--- src/rtl/alu_seq.sv ---
// alu_seq: execution stage behind the register file. It runs the single-cycle
// logic and arithmetic ops, plus a shift-add multiply that takes several cycles,
// under a start/busy/done handshake. The result and the flags are registered.
// Build option: define ALU_SEQ_MUL_EN to include the multiplier (opcode 8).
// When the macro is undefined, opcode 8 is treated as an illegal opcode.
module alu_seq #(
  parameter int DATA_BUS_WIDTH = 8
) (
  input  logic                      clock,
  input  logic                      reset,
  input  logic                      start,
  input  logic [3:0]                alu_op,
  input  logic [DATA_BUS_WIDTH-1:0] operand_a,
  input  logic [DATA_BUS_WIDTH-1:0] operand_b,
  output logic [DATA_BUS_WIDTH-1:0] result,
  output logic [3:0]                flags,
  output logic                      busy,
  output logic                      done,
  output logic                      illegal_op
);

  localparam int W = DATA_BUS_WIDTH;

  localparam logic [3:0] OP_ADD = 4'd0;
  localparam logic [3:0] OP_SUB = 4'd1;
  localparam logic [3:0] OP_AND = 4'd2;
  localparam logic [3:0] OP_OR  = 4'd3;
  localparam logic [3:0] OP_XOR = 4'd4;
  localparam logic [3:0] OP_NOT = 4'd5;
  localparam logic [3:0] OP_SHL = 4'd6;
  localparam logic [3:0] OP_SHR = 4'd7;
  localparam logic [3:0] OP_CMP = 4'd9;

  logic [W-1:0] result_q, result_d;
  logic [3:0]   flags_q, flags_d;
  logic         done_q, done_d;
  logic         ill_q, ill_d;

  // Single-cycle datapath. It works straight from the operands present at the start edge.
  logic [W:0]   add_w, sub_w;
  logic [W-1:0] alu_r;
  logic         alu_c, alu_v, alu_wr, alu_ill;

  // Evaluate the single-cycle op and its C/V flags.
  // CMP computes SUB's flags but does not write the result register.
  always_comb begin
    add_w   = {1'b0, operand_a} + {1'b0, operand_b};
    sub_w   = {1'b0, operand_a} - {1'b0, operand_b};
    alu_r   = '0;
    alu_c   = 1'b0;
    alu_v   = 1'b0;
    alu_wr  = 1'b1;
    alu_ill = 1'b0;
    case (alu_op)
      OP_ADD: begin
        alu_r = add_w[W-1:0];
        alu_c = add_w[W];
        alu_v = (operand_a[W-1] == operand_b[W-1]) && (add_w[W-1] != operand_a[W-1]);
      end
      OP_SUB, OP_CMP: begin
        alu_r  = sub_w[W-1:0];
        alu_c  = sub_w[W];                // borrow, i.e. a < b unsigned
        alu_v  = (operand_a[W-1] != operand_b[W-1]) && (sub_w[W-1] != operand_a[W-1]);
        alu_wr = (alu_op != OP_CMP);
      end
      OP_AND: alu_r = operand_a & operand_b;
      OP_OR:  alu_r = operand_a | operand_b;
      OP_XOR: alu_r = operand_a ^ operand_b;
      OP_NOT: alu_r = ~operand_a;
      OP_SHL: begin
        alu_r = {operand_a[W-2:0], 1'b0};
        alu_c = operand_a[W-1];
      end
      OP_SHR: begin
        alu_r = {1'b0, operand_a[W-1:1]};
        alu_c = operand_a[0];
      end
      default: alu_ill = 1'b1;            // 10-15, and 8 when there is no multiplier
    endcase
  end

`ifdef ALU_SEQ_MUL_EN
  localparam int          CW     = $clog2(W + 1);
  localparam logic [3:0]  OP_MUL = 4'd8;

  typedef enum logic {IDLE, MUL_RUN} state_t;

  state_t          state_q, state_d;
  logic [2*W-1:0]  acc_q, acc_d;
  logic [W-1:0]    mcand_q, mcand_d;
  logic [CW-1:0]   cnt_q, cnt_d;
  logic            busy_q, busy_d;
  logic [W:0]      psum;
  logic [2*W-1:0]  acc_step;

  // One shift-add step. The upper half accumulates the multiplicand, and the
  // multiplier bits are shifted out of the lower half.
  // The carry out of the add is folded back into the top bit of the shifted accumulator.
  always_comb begin
    psum     = {1'b0, acc_q[2*W-1:W]} + (acc_q[0] ? {1'b0, mcand_q} : '0);
    acc_step = {psum, acc_q[W-1:1]};
  end

  // Next-state logic for the FSM, the multiplier and the output registers.
  always_comb begin
    result_d = result_q;
    flags_d  = flags_q;
    done_d   = 1'b0;
    ill_d    = 1'b0;
    state_d  = state_q;
    acc_d    = acc_q;
    mcand_d  = mcand_q;
    cnt_d    = cnt_q;
    case (state_q)
      IDLE: begin
        if (start) begin
          if (alu_op == OP_MUL) begin
            state_d = MUL_RUN;
            acc_d   = {{W{1'b0}}, operand_b};
            mcand_d = operand_a;
            cnt_d   = CW'(W);
          end else begin
            done_d = 1'b1;
            if (alu_ill) begin
              result_d = '0;
              ill_d    = 1'b1;
            end else begin
              if (alu_wr) result_d = alu_r;
              flags_d = {(alu_r == '0), alu_r[W-1], alu_c, alu_v};
            end
          end
        end
      end
      MUL_RUN: begin
        acc_d = acc_step;
        cnt_d = cnt_q - 1'b1;
        if (cnt_q == CW'(1)) begin
          state_d  = IDLE;
          done_d   = 1'b1;
          result_d = acc_step[W-1:0];
          flags_d  = {(acc_step[W-1:0] == '0), acc_step[W-1],
                      (acc_step[2*W-1:W] != '0), 1'b0};
        end
      end
      default: state_d = IDLE;
    endcase
    busy_d = (state_d == MUL_RUN);
  end

  // Multiplier state. It clears at once on reset, which drops any op in flight.
  always_ff @(posedge clock or negedge reset) begin
    if (!reset) begin
      state_q <= IDLE;
      acc_q   <= '0;
      mcand_q <= '0;
      cnt_q   <= '0;
      busy_q  <= 1'b0;
    end else begin
      state_q <= state_d;
      acc_q   <= acc_d;
      mcand_q <= mcand_d;
      cnt_q   <= cnt_d;
      busy_q  <= busy_d;
    end
  end

  assign busy = busy_q;
`else
  // Next values of the output registers. Every accepted op completes in one cycle.
  always_comb begin
    result_d = result_q;
    flags_d  = flags_q;
    done_d   = 1'b0;
    ill_d    = 1'b0;
    if (start) begin
      done_d = 1'b1;
      if (alu_ill) begin
        result_d = '0;
        ill_d    = 1'b1;
      end else begin
        if (alu_wr) result_d = alu_r;
        flags_d = {(alu_r == '0), alu_r[W-1], alu_c, alu_v};
      end
    end
  end

  assign busy = 1'b0;
`endif

  // Output registers. done and illegal_op default low, so they only ever pulse.
  always_ff @(posedge clock or negedge reset) begin
    if (!reset) begin
      result_q <= '0;
      flags_q  <= '0;
      done_q   <= 1'b0;
      ill_q    <= 1'b0;
    end else begin
      result_q <= result_d;
      flags_q  <= flags_d;
      done_q   <= done_d;
      ill_q    <= ill_d;
    end
  end

  assign result     = result_q;
  assign flags      = flags_q;
  assign done       = done_q;
  assign illegal_op = ill_q;

endmodule

--- config.mk ---
export PLATFORM = sky130hd
export DESIGN_NAME = alu_seq
export DESIGN_NICKNAME = d
export VERILOG_FILES = /design/src/rtl/alu_seq.sv
export SDC_FILE = /design/constraint.sdc
export NUM_CORES = 1
export LEC_CHECK = 0
export ABC_AREA = 1
export BUFFER_PORTS_ARGS = -buffer_cell sky130_fd_sc_hd__buf_2
export CORE_ASPECT_RATIO = 0.7
export CORE_MARGIN = 5
export CORE_UTILIZATION = 40
export CTS_BUF_LIST = sky130_fd_sc_hd__clkbuf_8
export CTS_CLUSTER_SIZE = 14
export DETAILED_ROUTE_END_ITERATION = 6
export GPL_TIMING_DRIVEN = 1
export PLACE_DENSITY_LB_ADDON = 0.2
export SLEW_MARGIN = 20
export SYNTH_ARGS = -nofsm -noshare
export SYNTH_HDL_FRONTEND = slang
export SYNTH_SLANG_ARGS = --single-unit
--- constraint.sdc ---
create_clock -name clock -period 0.9 [get_ports clock]
set_input_delay 0.18 -clock clock [delete_from_list [all_inputs] [get_ports clock]]
set_output_delay 0.18 -clock clock [all_outputs]
set_load 0.02 [all_outputs]
==> implementation parameters <==
Parameter                              Value

Status
  Outcome ... finished, violations left
  Violations in the final reports ... setup timing

Global routing
  First-pass GRT wire length ... 12.81 mm
  Largest net degree at the start of global routing ... 15
  Residual overflow from global routing ... 0
  Met2 track demand over resource ... 0.3844
  Met3 usage in global routing ... 0.04721
  Via count of the first global-routing pass ... ~2700
  Met1 track utilization from global routing ... 0.3210
  GRT Max-Usage Layer ... met2
  Number of antenna violations at the first check in global routing ... 0
  Total routing resource utilization after global routing ... 0.2412

Clock tree
  Clock tree from TritonCTS ... yes
  TritonCTS Sinks ... 14
  Root buf cell ... sky130_fd_sc_hd__clkbuf_8
  Maximum buffer depth of the clock tree ... 2
  CTS H-tree lvls ... 1
  Clock-pin slew reported for the worst setup and hold paths after clock tree synthesis ... around 0.06 ns
  Later-pin clock latency in the skew report ... 0.25 ns
  Number of buffers added by the clock tree synthesis step ... 3

Synthesis
  Portion of synthesized cell area occupied by the leading cell type ... 0.1702
  Yosys cell types ... 30
  Seq/Total Area, Yosys ... 0.1702
  Number of standard cells after synthesis ... 339
  Synth warn ... 0
  Netlist area before placement ... 2058 um2
  Top cell type by total area after synthesis ... sky130_fd_sc_hd__dfrtp_1
  Async S/R FF share, synth ... 1.000
  Area contributors post-synth ... sky130_fd_sc_hd__dfrtp_1, sky130_fd_sc_hd__nand2_1, sky130_fd_sc_hd__ha_1
  Post-synthesis sequential element count ... 14
  Net count after synthesis ... slightly below 400
  Post-synthesis area per instance ... 6.071 um2
  Main synth FF type ... sky130_fd_sc_hd__dfrtp_1
  Number of enable flip-flop cells after synthesis ... 0

Flow run
  Max-Cap Viols ... 0

Layout
  Finished layout cell area ... 3762 um2
  Top library cells by usage in the layout, fill and taps aside ... sky130_fd_sc_hd__buf_4, sky130_fd_sc_hd__nand2_1, sky130_fd_sc_hd__nand3_1
  Final net count ... 529
  Post-layout instance count excluding filler cells ... 547
  Most frequent standard cell in the layout excluding fill and tap cells ... sky130_fd_sc_hd__buf_4
  Synth-to-Final Area Change ... 82.80%
  Layout cells sized above 1 ... 0.5084
  Antenna diode count ... 0

Worst setup path
  Category of the worst setup path capture point ... flop
  Critical path cell sequence ... buf_2, buf_4, ha_1, inv_1, nand2_1, inv_1, nand3_1, nand2_1, nor2_2, nor2_2, nand2_1, nor2_2, nand3_1, nand2_1
  Crit Path Max Fanout ... 5
  Max incr delay on CP ... 0.24 ns
  Worst Setup Start Kind ... input port
  Worst endpoint data arrival time ... 1.83 ns
  Crit path max-delay family ... simple AND/OR/NAND/NOR gates
  Cell with the most instances on the worst path ... sky130_fd_sc_hd__nand2_1
  Startpoint-to-endpoint class of the critical path ... in -> reg
  Sum of buffers and inverters on the critical path ... 4
  Critical Path Slowest Stage Cell ... sky130_fd_sc_hd__ha_1
  Data required time at the worst endpoint ... 1.09 ns

Floorplan
  Num ports ... 38
  Effective utilization at floorplan ... 0.4211
  Die span in x ... 95.74 um
  Number of placement rows ... 21
  Die Outline Area ... 6703 um2
  CORE AREA ... 4887 um2
  Vertical die dimension ... 70.02 um

Placement
  Global placer's final weighted congestion ... a little over 0.9
  IO Port Bufs ... 36
  Placed Instances ... 520
  DPL Wire Length ... 5.970 mm
  Area of placed instances ... between 2000 and 3000 um2

Power and ir drop
  VDD IR-drop max ... 0.6123 mV
  Leakage component of the power ... 0.001961 uW
  Final Power ... roughly 3600 uW
  Power per standard cell area ... 949.7 nW/um2

STA
  Unrepaired setup endpoints after global routing ... yes
  Clock tree skew after final layout ... 0 ns
  Worst setup slack after layout ... -0.7433 ns
  Maximum frequency from static timing analysis ... slightly above 600 MHz
  Number of setup violations in the final report ... 26
  Crit share post-route ... 1.826
  Minimum clock period ... roughly 1.6 ns
  Number of max-slew violations in the final report ... 0
  Final hold violation count ... 0

Hold path
  Path category of the worst min-delay check ... in -> reg

Detailed routing
  Drt pass-1 iters ... 5
  Post-route ant nets ... 0
  Detailed Route Iter0 Violations ... 256
  DR vias ... 2892
  Total DRC errors in the routed layout ... 0
  Average wire length per cell after detail routing ... 15.75 um
  Vias per Instance ... around 5.3
  Total wirelength of the detailed-routed design ... 8.613 mm
[metal layers]
| metal | up-vias | part of all wire |
|---|---|---|
| li1 | 1369 | - |
| met1 | 1300 | 0.40 |
| met5 | - | 0 |
| met4 | 0 | 0.043 |
| met3 | 44 | 0.084 |
| met2 | 179 | 0.47 |
[cell families after synthesis]
family | count (synthesis) | share of synthesized area
other cells | 1 | 0.001822
flops | 14 | 0.1702
fa+ha+maj | 27 | 0.1714
buf+inv | 59 | 0.1240
compound gates | 38 | 0.1052
simple gates | 198 | 0.4164
mux | 2 | 0.01094
[sequential cells by signal, indices dropped and copies added (netlist names)]
register    cells
illegal_op      1
flags           4
result          8
done            1
[cell type report]
| type | count | area, um2 |
|---|---|---|
| multi-input cells | 266 | 1858 |
| clock buffers | 4 | 55.05 |
| repair buffers | 144 | 1195 |
| well taps | 69 | 86.33 |
| fillers | 350 | 1125 |
| flip-flops and latches | 14 | 350.3 |
| inverters | 50 | 217.7 |
[metrics by stage]
step	worst slack, ns	hold WS (ns)	TNS, ns	util
final	-0.7433	0.08571	-7.104	0.7698
after global routing	-0.8057	0.08091	-8.223	0.7698
after CTS	-0.6448	0.06710	-6.461	0.7276
after detailed placement	-1.094	0.1029	-10.76	0.6137
after global placement	-1.060	0.08863	-10.40	0.6137
after floorplan	-0.6378	-0.1156	-5.827	-
[Yosys cell counts (all sizes together), types with 2 or more instances]
cell type and number:
nor2 46, dfrtp 14, mux2 2, o211ai 4
a31oi 3, buf 9, nand3 52, fa 2
a21oi 15, o21ai 12, inv 50, nand4 3
nand3b 4, ha 25, nand2 91
[where the power goes]
part	total, uW	internal [uW]	switching [uW]
registers	775	711	64.6
clock network	641	388	253
logic	2160	1060	1100
total	3570	2160	1410
[final timing paths]
| check | start | endpoint | slack [ns] | cells after the start |
|---|---|---|---|---|
| max in group asynchronous | reset | done | 0.27 | 2 |
| worst min-delay path | start | done | 0.09 | 1 |
| worst min register to register | flags[2] | flags[2] | 0.53 | 2 |
| worst max register to register | result[6] | result[6] | 0.02 | 2 |
| min in group asynchronous | reset | result[1] | 0.37 | 2 |
| worst max-delay path | operand_a[3] | flags[3] | -0.74 | 14 |
[repair_timing]
| action | in CTS | in global routing |
|---|---|---|
| setup endpoints to repair | 26 | 26 |
| buffers inserted | 13 | 10 |
| hold endpoints to repair | 14 | 0 |
| gates resized for setup | 115 | 36 |
| pin swaps | 29 | 22 |
| cloned | 1 | 0 |
| hold buffers | 1 | 0 |
Note: power is estimated with default switching activity, not from simulation.
